**config.mk**
```make
export PLATFORM = sky130hd
export DESIGN_NAME = ms_operand_loader
export DESIGN_NICKNAME = d
export VERILOG_FILES = /design/src/rtl/ms_operand_loader.sv
export SDC_FILE = /design/constraint.sdc
export NUM_CORES = 1
export LEC_CHECK = 0
export CAP_MARGIN = 30
export CELL_PAD_IN_SITES_DETAIL_PLACEMENT = 0
export CELL_PAD_IN_SITES_GLOBAL_PLACEMENT = 1
export CORE_AREA = 2 2 88 90
export DETAILED_ROUTE_END_ITERATION = 8
export DIE_AREA = 0 0 90 92
export PLACE_DENSITY = 0.82
export RECOVER_POWER = 25
export SYNTH_ARGS = -nofsm -noshare
export SYNTH_HDL_FRONTEND = slang
export SYNTH_SLANG_ARGS = --single-unit
```
**constraint.sdc**
```tcl
create_clock -name clk -period 1.4 [get_ports clk]
set_input_delay 0.14 -clock clk [delete_from_list [all_inputs] [get_ports clk]]
set_output_delay 0.14 -clock clk [all_outputs]
set_load 0.02 [all_outputs]
```
**src/rtl/ms_operand_loader.sv**
```systemverilog
// rtl/ms_operand_loader.sv - collects x/y/z operand bytes, issues them to the
// multiply-subtract unit and holds its result until the consumer takes it.
module ms_operand_loader (
   input  logic       clk,
   input  logic       rst,
   input  logic [7:0] in_data,
   input  logic       in_valid,
   output logic       in_ready,
   input  logic       flush,
   output logic [7:0] x,
   output logic [7:0] y,
   output logic [7:0] z,
   input  logic [7:0] ms_res,
   input  logic [3:0] ms_st,
   output logic [7:0] out_res,
   output logic [3:0] out_st,
   output logic       out_valid,
   input  logic       out_ready,
   output logic [7:0] op_count,
   output logic [3:0] sticky_st
);

   typedef enum logic [2:0] {
      S_X     = 3'd0,
      S_Y     = 3'd1,
      S_Z     = 3'd2,
      S_ISSUE = 3'd3,
      S_HOLD  = 3'd4
   } state_t;

   state_t state, state_n;
   logic   accept;

   assign accept = in_valid && in_ready;

   always_ff @(posedge clk) begin
      if (rst) state <= S_X;
      else     state <= state_n;
   end

   always_comb begin
      state_n  = state;
      in_ready = 1'b0;
      case (state)
         S_X: begin
            in_ready = 1'b1;
            if (accept) state_n = S_Y;
         end
         S_Y: begin
            in_ready = 1'b1;
            if (accept) state_n = S_Z;
         end
         S_Z: begin
            in_ready = 1'b1;
            if (accept) state_n = S_ISSUE;
         end
         S_ISSUE: state_n = S_HOLD;
         S_HOLD:  if (out_ready) state_n = S_X;
         default: state_n = S_X;
      endcase
      // flush overrides everything except reset, including a pending handshake
      if (flush) state_n = S_X;
   end

   always_ff @(posedge clk) begin
      if (rst) begin
         x         <= 8'h00;
         y         <= 8'h00;
         z         <= 8'h00;
         out_res   <= 8'h00;
         out_st    <= 4'h0;
         out_valid <= 1'b0;
         op_count  <= 8'h00;
         sticky_st <= 4'h0;
      end else if (flush) begin
         x         <= 8'h00;
         y         <= 8'h00;
         z         <= 8'h00;
         out_valid <= 1'b0;
         sticky_st <= 4'h0;
      end else begin
         case (state)
            S_X: if (accept) x <= in_data;
            S_Y: if (accept) y <= in_data;
            S_Z: if (accept) z <= in_data;
            S_ISSUE: begin
               out_res   <= ms_res;
               out_st    <= ms_st;
               sticky_st <= sticky_st | ms_st;
               out_valid <= 1'b1;
            end
            S_HOLD: begin
               if (out_ready) begin
                  out_valid <= 1'b0;
                  op_count  <= op_count + 8'h01;
               end
            end
            default: ;
         endcase
      end
   end

endmodule

```
After elaboration in Yosys (flattened, before gate mapping)

Index checks and enable logic that the tools add are counted.

Register bits: 52
Bits in latches: 0
Memory bits (writable): 0
Memory bits (read-only): 0
Bits of input ports: 25
Output and inout bits: 50
Logic and storage cells: 40
Memories: 0

Add/sub/neg operators: 1
$mul: 0
Divide/modulo/power cells: 0
Order comparisons: 0
Equality and inequality tests: 8
Shift-type cells: 0
Mux-type cells: 8
Bitwise logic cells: 2
Reduce and logical (&&, ||, !) cells: 12

Operator list:

| operator                                                              | number |
|---|---|
| 3-bit one-hot mux with 5 select lines                                 | 1 |
| 3-bit two-way mux                                                     | 4 |
| 2-bit AND reduction                                                   | 5 |
| 8-bit by 1-bit adder with 8-bit output, second input constant         | 1 |
| 2-bit != test, second input constant                                  | 4 |
| 3-bit by 2-bit equality test with 1-bit output, second input constant | 2 |
| 4-bit bitwise OR                                                      | 1 |
| 4-bit AND reduction                                                   | 1 |
| 3-bit by 1-bit equality test with 1-bit output, second input constant | 1 |
| 3-bit equality test, second input constant                            | 1 |
| 3-bit logical NOT                                                     | 1 |
| 3-bit AND reduction                                                   | 1 |
| 3-bit OR reduction                                                    | 1 |
| 1-bit two-way mux                                                     | 2 |
| 1-bit one-hot mux with 2 select lines                                 | 1 |
| 2-bit nonzero test                                                    | 1 |
| 2-bit OR reduction                                                    | 1 |
| 1-bit logical AND                                                     | 1 |
| 1-bit inverter                                                        | 1 |

Logic depth before layout (Yosys ltp)

Gate-level depths: netlist of run 1.

Depth in word-level cells: 6
Mapped depth: 5

Worst setup path after synthesis of run 1

OpenSTA, ideal clock, no wires.

Path kind: register to register
From: reg op_count[0]
To: reg op_count[4]
Setup time: 70 ps
Arrival time: 1,378 ps
Required time: 1,330 ps
Slack: -49 ps
Stages on the path, launching flop included: 5
Clock period less this slack: 1,449 ps
Cells stage by stage: dfxtp_1 -> ha_1 -> inv_1 -> or4_1 -> a21oi_1

Longest elaborated chain between the ends: 1

RTL lines:

| element                                | RTL line | source |
|---|---|---|
| start: declaration                     | 19       | `output logic [7:0] op_count,` |
| start signal: assignment               | 95       | `op_count <= op_count + 8'h01;` |
| 8-bit by 1-bit adder with 8-bit output | 95       |  |

No other way between the ends.
A chain may end at the register's enable or synchronous reset.

Worst setup path in the final report of run 1

From: reg state[2]
To: reg op_count[3]

Longest elaborated chain between the ends: 2

RTL lines:

| element                       | RTL line | source |
|---|---|---|
| start: declaration            | 31       | `state_t state, state_n;` |
| start signal: assignment      | 38       | `else state <= state_n;` |
| 3-bit equality test           | 82       | `case (state)` |
| 3-bit AND reduction (no line) | --       |  |

No other way between the ends.

==> impl_metrics.ini, run 1 <==
[timing]
worst_pin_slew_ns = 0.296
rsz0062_at_grt = yes
tns_ns = -0.671
slew_violations = 0
setup_viol = 26
setup_ws_ns = -0.0693
period_share_pct = 105
slew_headroom_pct = 80.1
final-hold-violation-count = 0
fin_hold_ws_ns = 0.337
period_minus_slack_ns = 1.47
fin_skew_ns = 0.00552
fmax_mhz = 681

[job]
drv_cap = 0

[global_route]
track_usage_pct = 13.3
grt_max_degree = 27
grt_pass1_wl_um = 9200
antenna_found_initial = 0
first_global_vias = 1943
grt-ovfl-total = 0

[pwr]
power.total_mw = 2.65
power_density_nw_per_um2 = 806
leakage_nw = 1.31
ir_worst_vdd_mv = 0.543

[yosys]
yosysTopAreaCellShare_pct = 52.0
ys_dominant_reg_cell = dfxtp_1
syn-num-nets = 260
synth_area_leaders = dfxtp_1, a21oi_1, nand2_1, mux2i_1, nor2_1
synth_area_leader_cell = dfxtp_1
avgSynthCellArea_um2 = 8.55
ys_seq_elements = 52
async_reset_ff_share_pct = 0
syn_inst = 234
synth.most_common_cell = nand2_1
seq_area_frac_synth_pct = 52.0
synth_warnings = 0
synthTopCellsByCount = nand2_1, dfxtp_1, a21oi_1
synth_edf_count = 0
synth_cell_types = 29
syn-cell-area_um2 = 2000

[cts]
path_clk_slew_ns = 0.09
cts.sinks = 52
clock_latency_ns = 0.30
htreeDepth = 2
cts_root_buf = clkbuf_8
ctsHoldBuffers = 0
clock_path_buffers = 2
tritoncts = yes
cts_made_buffers = 5

[floorplanning]
io_pins = 75
die_h_um = 92
coreArea_um2 = 7450
rows = 32
die_area_um2 = 8280
start_util_pct = 26.9
fp.dieW_um = 90

[routing]
wirelength_um = 5740
drt-initial-drc-count = 32
avgRoutedWirePerCell_um = 13.1
first_pass_iters = 4
vias = 1985
via_per_inst = 4.54
ant_nets = 0
drc = 0

[critical_path]
cp-end-kind = flip-flop
start_kind = flip-flop
crit_arrival_ns = 1.71
crit_fanout = 7
path_class = flip-flop to flip-flop
cp.required_ns = 1.64

[min_path]
hp-class = input port to flip-flop

[place]
post-place-ws_ns = -0.282
hpwl_um = 3910
io_buffer_count = 74
place_congestion = 0.740

[layout]
fin_nets = 361
drive_gt1_share_pct = 28.4
fillers = 783
syn_to_final_growth_pct = 64.4
antenna_cells = 0

[status]
status = complete, but fails checks
violations = negative setup slack
routing by layer:
metal | vias up | track usage, % | routed length [µm]
li1 | 1002 | - | -
met1 | 914 | 16.2 | 2550
met2 | 64 | 21.8 | 2670
met3 | 5 | 5.51 | 492
met4 | 0 | 3.08 | 32
met5 | - | 0 | 0
stage by stage:
step                instances  util [%]  instance area (µm²)
finish                    437      44.2                 3290
global route              437      44.2                 3290
CTS                       434      42.7                 3180
detailed placement        424      41.2                 3070
global placement          424      41.2                 3070
floorplan                 234         -                 2010
placed cells by master, fill, tap and decap left out, types with 2 or more instances in the layout:
| cell | n |
|---|---|
| nor2_1 | 13 |
| dlygate4sd2_1 | 38 |
| nand2_4 | 2 |
| nand4bb_1 | 2 |
| a21oi_2 | 16 |
| o21ai_0 | 2 |
| dlymetal6s2s_1 | 2 |
| a21oi_1 | 29 |
| nand2_2 | 8 |
| inv_1 | 4 |
| nand2_1 | 48 |
| or4_4 | 5 |
| o31ai_2 | 3 |
| nand3_1 | 2 |
| nor3_1 | 2 |
| buf_4 | 28 |
| clkbuf_8 | 7 |
| clkdlybuf4s50_1 | 22 |
| clkbuf_1 | 11 |
| buf_6 | 6 |
| dfxtp_2 | 6 |
| o31ai_1 | 3 |
| dfxtp_1 | 45 |
| buf_12 | 2 |
| mux2i_1 | 8 |
registers in the layout, indices dropped and copies added (netlist names):
signal / cells
out_res: 8
z: 8
x: 8
out_valid: 1
sticky_st: 4
out_st: 4
y: 8
state: 3
op_count: 8
worst max-delay path, stage by stage, from the launching register on:
cell and delay (ns):
dfxtp_2 0.36, or3b_4 0.43, or4_4 0.49, a21oi_2 0.13
cells by family after synthesis:
family / after synthesis / synth area share (%)
flip-flops: 52 / 52.0
AO/OA/AOI/OAI: 54 / 14.5
adder cells (fa/ha/maj): 1 / 0.625
AND/OR/NAND/NOR: 99 / 24.8
multiplexers: 8 / 4.00
buffers and inverters: 20 / 4.06
power breakdown:
| part | internal [mW] | leakage, nW | switching (mW) |
|---|---|---|---|
| combinational | 0.130 | 0.835 | 0.120 |
| clock | 0.441 | 0.0503 | 0.466 |
| sequential | 1.49 | 0.423 | 0.00752 |
what timing repair did:
action | CTS | global route
buffers inserted | 4 | 3
gates resized for setup | 50 | 56
pin swaps | 10 | 33
setup endpoints to repair | 63 | 44
worst paths after layout:
path / from / to / slack, ns / cells past startpoint
worst max-delay path: state[2]$_SDFFE_PP0P_ / op_count[3]$_SDFFE_PP0P_ / -0.07 / 3
worst min-delay path: out_ready / state[2]$_SDFFE_PP0P_ / 0.34 / 4
worst max register to register: state[2]$_SDFFE_PP0P_ / op_count[3]$_SDFFE_PP0P_ / -0.07 / 3
worst min register to register: out_res[2]$_SDFFE_PP0P_ / out_res[2]$_SDFFE_PP0P_ / 0.46 / 2
area by class of cell:
cell class | count | area [µm²] | area share (%)
clock buffer | 7 | 96.3 | 2.93
sequential | 52 | 1050 | 32.0
tap | 102 | 128 | 3.88
multi-input combinational | 162 | 1060 | 32.1
inverter | 4 | 15.0 | 0.456
timing repair buffer | 110 | 942 | 28.6
Note: power is estimated with default switching activity, not from simulation.
==> run 2: changes to the inputs <==
- CTS_BUF_LIST: unset -> sky130_fd_sc_hd__clkbuf_16
==> run 2 against run 1 <==
  * Sequential share of layout area is 0.097 points lower
  * Flip-flop and latch count stayed put
  * The run still ends with negative setup slack left
  * Count of clock-buffer cells in the layout is 2 lower
  * Wire length is 3.0% lower
  * Critical path depth stayed put
  * Global-route usage stayed put
  * Critical endpoint unchanged
  * Final cell count is 0.23% lower
  * Die area stayed put
  * Clock power is 26% higher
  * Power is 8.5% higher
  * Critical path type unchanged
  * Sequential power hardly changed
==> impl_metrics.ini, run 2 (synthesis results as in run 1) <==
[status]
status = complete, but fails checks
violations = negative setup slack

[layout]
finalInstanceArea_um2 = 3300
multi_input_area_um2 = 1010
layout_common_cells = nand2_1, dfxtp_1, clkdlybuf4s50_1
fin_nets = 360
drive_gt1_share_pct = 24.9
layout.cells.most_common = nand2_1
syn_to_final_growth_pct = 64.9
fillers = 776
regArea_um2 = 1050
antenna_cells = 0

[critical_path]
reg2reg_slack_ns = -0.07
cp-end-kind = flip-flop
cp_cell_sequence = or3b_4, or4_4, a21oi_2
slowest_stage = or4_4
rr_worst_depth = 3
cp.required_ns = 1.62
crit_arrival_ns = 1.69
start_kind = flip-flop
crit_fanout = 7
r2r_start = state[2]$_SDFFE_PP0P_
path_class = flip-flop to flip-flop
worstReg2RegEnd = op_count[3]$_SDFFE_PP0P_
cpPeakStageDelay_ns = 0.49

[routing]
via_per_inst = 4.50
drc = 0
avgRoutedWirePerCell_um = 12.8
ant_nets = 0
first_pass_iters = 4
vias = 1962
drt-initial-drc-count = 27
wirelength_um = 5560

[cts]
path_clk_slew_ns = 0.07
tritoncts = yes
cts_made_buffers = 5
cts_root_buf = clkbuf_16
cts.sinks = 52
htreeDepth = 2
clock_latency_ns = 0.28
ctsHoldBuffers = 0
clock_path_buffers = 2

[min_path]
min_to = out_valid$_SDFFE_PP0P_
min-delay-start = flush
hp-class = input port to flip-flop
holdPathStages = 4

[timing]
setup_viol = 17
period_share_pct = 105
rsz0062_at_grt = yes
final-hold-violation-count = 0
slew_headroom_pct = 82.1
fmax_mhz = 682
period_minus_slack_ns = 1.47
slew_violations = 0
worst_pin_slew_ns = 0.266
setup_ws_ns = -0.0673
fin_skew_ns = 0.00594
tns_ns = -0.424

[global_route]
grt_max_degree = 27
grt_pass1_wl_um = 9150
grt-ovfl-total = 0
track_usage_pct = 13.3
antenna_found_initial = 0
first_global_vias = 1955

[place]
hpwl_um = 3910
post-place-ws_ns = -0.282
place_congestion = 0.740
postPlaceCellArea_um2 = 3070
io_buffer_count = 74

[floorplanning]
coreArea_um2 = 7450
start_util_pct = 26.9
die_area_um2 = 8280
fp.dieW_um = 90
io_pins = 75
rows = 32
die_h_um = 92

[pwr]
leakage_nw = 1.34
power_density_nw_per_um2 = 872
ir_worst_vdd_mv = 0.627

[job]
drv_cap = 0
-- run 2: cell count changes in the layout (fill, tap and decap cells not counted), moves of 3 or more --
| cell | change |
|---|---|
| a21oi_1 | +5 |
| a21oi_2 | -5 |
| buf_6 | -3 |
| clkbuf_1 | +4 |
| clkbuf_16 | +5 |
| clkbuf_8 | -7 |
| clkdlybuf4s50_1 | +16 |
| dlygate4sd2_1 | -30 |
| dlymetal6s2s_1 | +10 |
| nand2_1 | +5 |
| nand2_2 | -3 |
-- run 2: routing by layer --
| layer | vias up | wire (µm) | global-route usage, % |
|---|---|---|---|
| li1 | 997 | - | - |
| met1 | 900 | 2540 | 16.5 |
| met2 | 60 | 2550 | 21.2 |
| met3 | 5 | 438 | 5.34 |
| met4 | 0 | 34 | 3.85 |
| met5 | - | 0 | 0 |
-- run 2: power breakdown --
| part | leakage (nW) | internal [mW] | switching (mW) |
|---|---|---|---|
| Sequential | 0.423 | 1.49 | 0.00751 |
| Clock | 0.0648 | 0.641 | 0.498 |
| Combinational | 0.850 | 0.128 | 0.113 |
-- run 2: layout make-up --
class,instances,area share [%]
Sequential cell,52,31.9
Clock inverter,2,0.228
Inverter,4,0.455
Clock buffer,5,3.79
Tap cell,102,3.87
Multi-Input combinational cell,162,30.6
Timing Repair Buffer,109,29.1
-- run 2: worst max path at each step --
stage               cells after the start                  start  slack [ns]                  endpoint
floorplan                               4  state[1]$_SDFFE_PP0P_       -0.02  op_count[2]$_SDFFE_PP0P_
global placement                        4               in_valid       -0.25         x[2]$_SDFFE_PP0P_
detailed placement                      4                  flush       -0.28  op_count[7]$_SDFFE_PP0P_
CTS                                     3  state[2]$_SDFFE_PP0P_       -0.05  op_count[3]$_SDFFE_PP0P_
global route                            7  state[2]$_SDFFE_PP0P_       -0.12         y[5]$_SDFFE_PP0P_
finish                                  3  state[2]$_SDFFE_PP0P_       -0.07  op_count[3]$_SDFFE_PP0P_
-- run 2: critical path, delay by kind of cell (launching register included) --
kind	cells	cell delay, ns
flops	1	0.35
compound gates	1	0.13
simple gates	2	0.92
-- run 2: timing repair --
| item | CTS | global route |
|---|---|---|
| pin swaps | 8 | 21 |
| setup endpoints to repair | 33 | 59 |
| gates resized for setup | 18 | 56 |
| buffers inserted | 3 | 3 |
-- run 2: per-stage QoR --
| stage | std cells | utilization [%] | hold WS (ns) | power [mW] |
|---|---|---|---|---|
| finish | 436 | 44.3 | 0.372 | 2.88 |
| floorplan | 234 | - | 0.276 | 1.61 |
| global placement | 424 | 41.2 | 0.441 | 1.76 |
| global route | 436 | 44.3 | 0.419 | 2.98 |
| CTS | 433 | 43.5 | 0.401 | 2.92 |
| detailed placement | 424 | 41.2 | 0.449 | 1.77 |
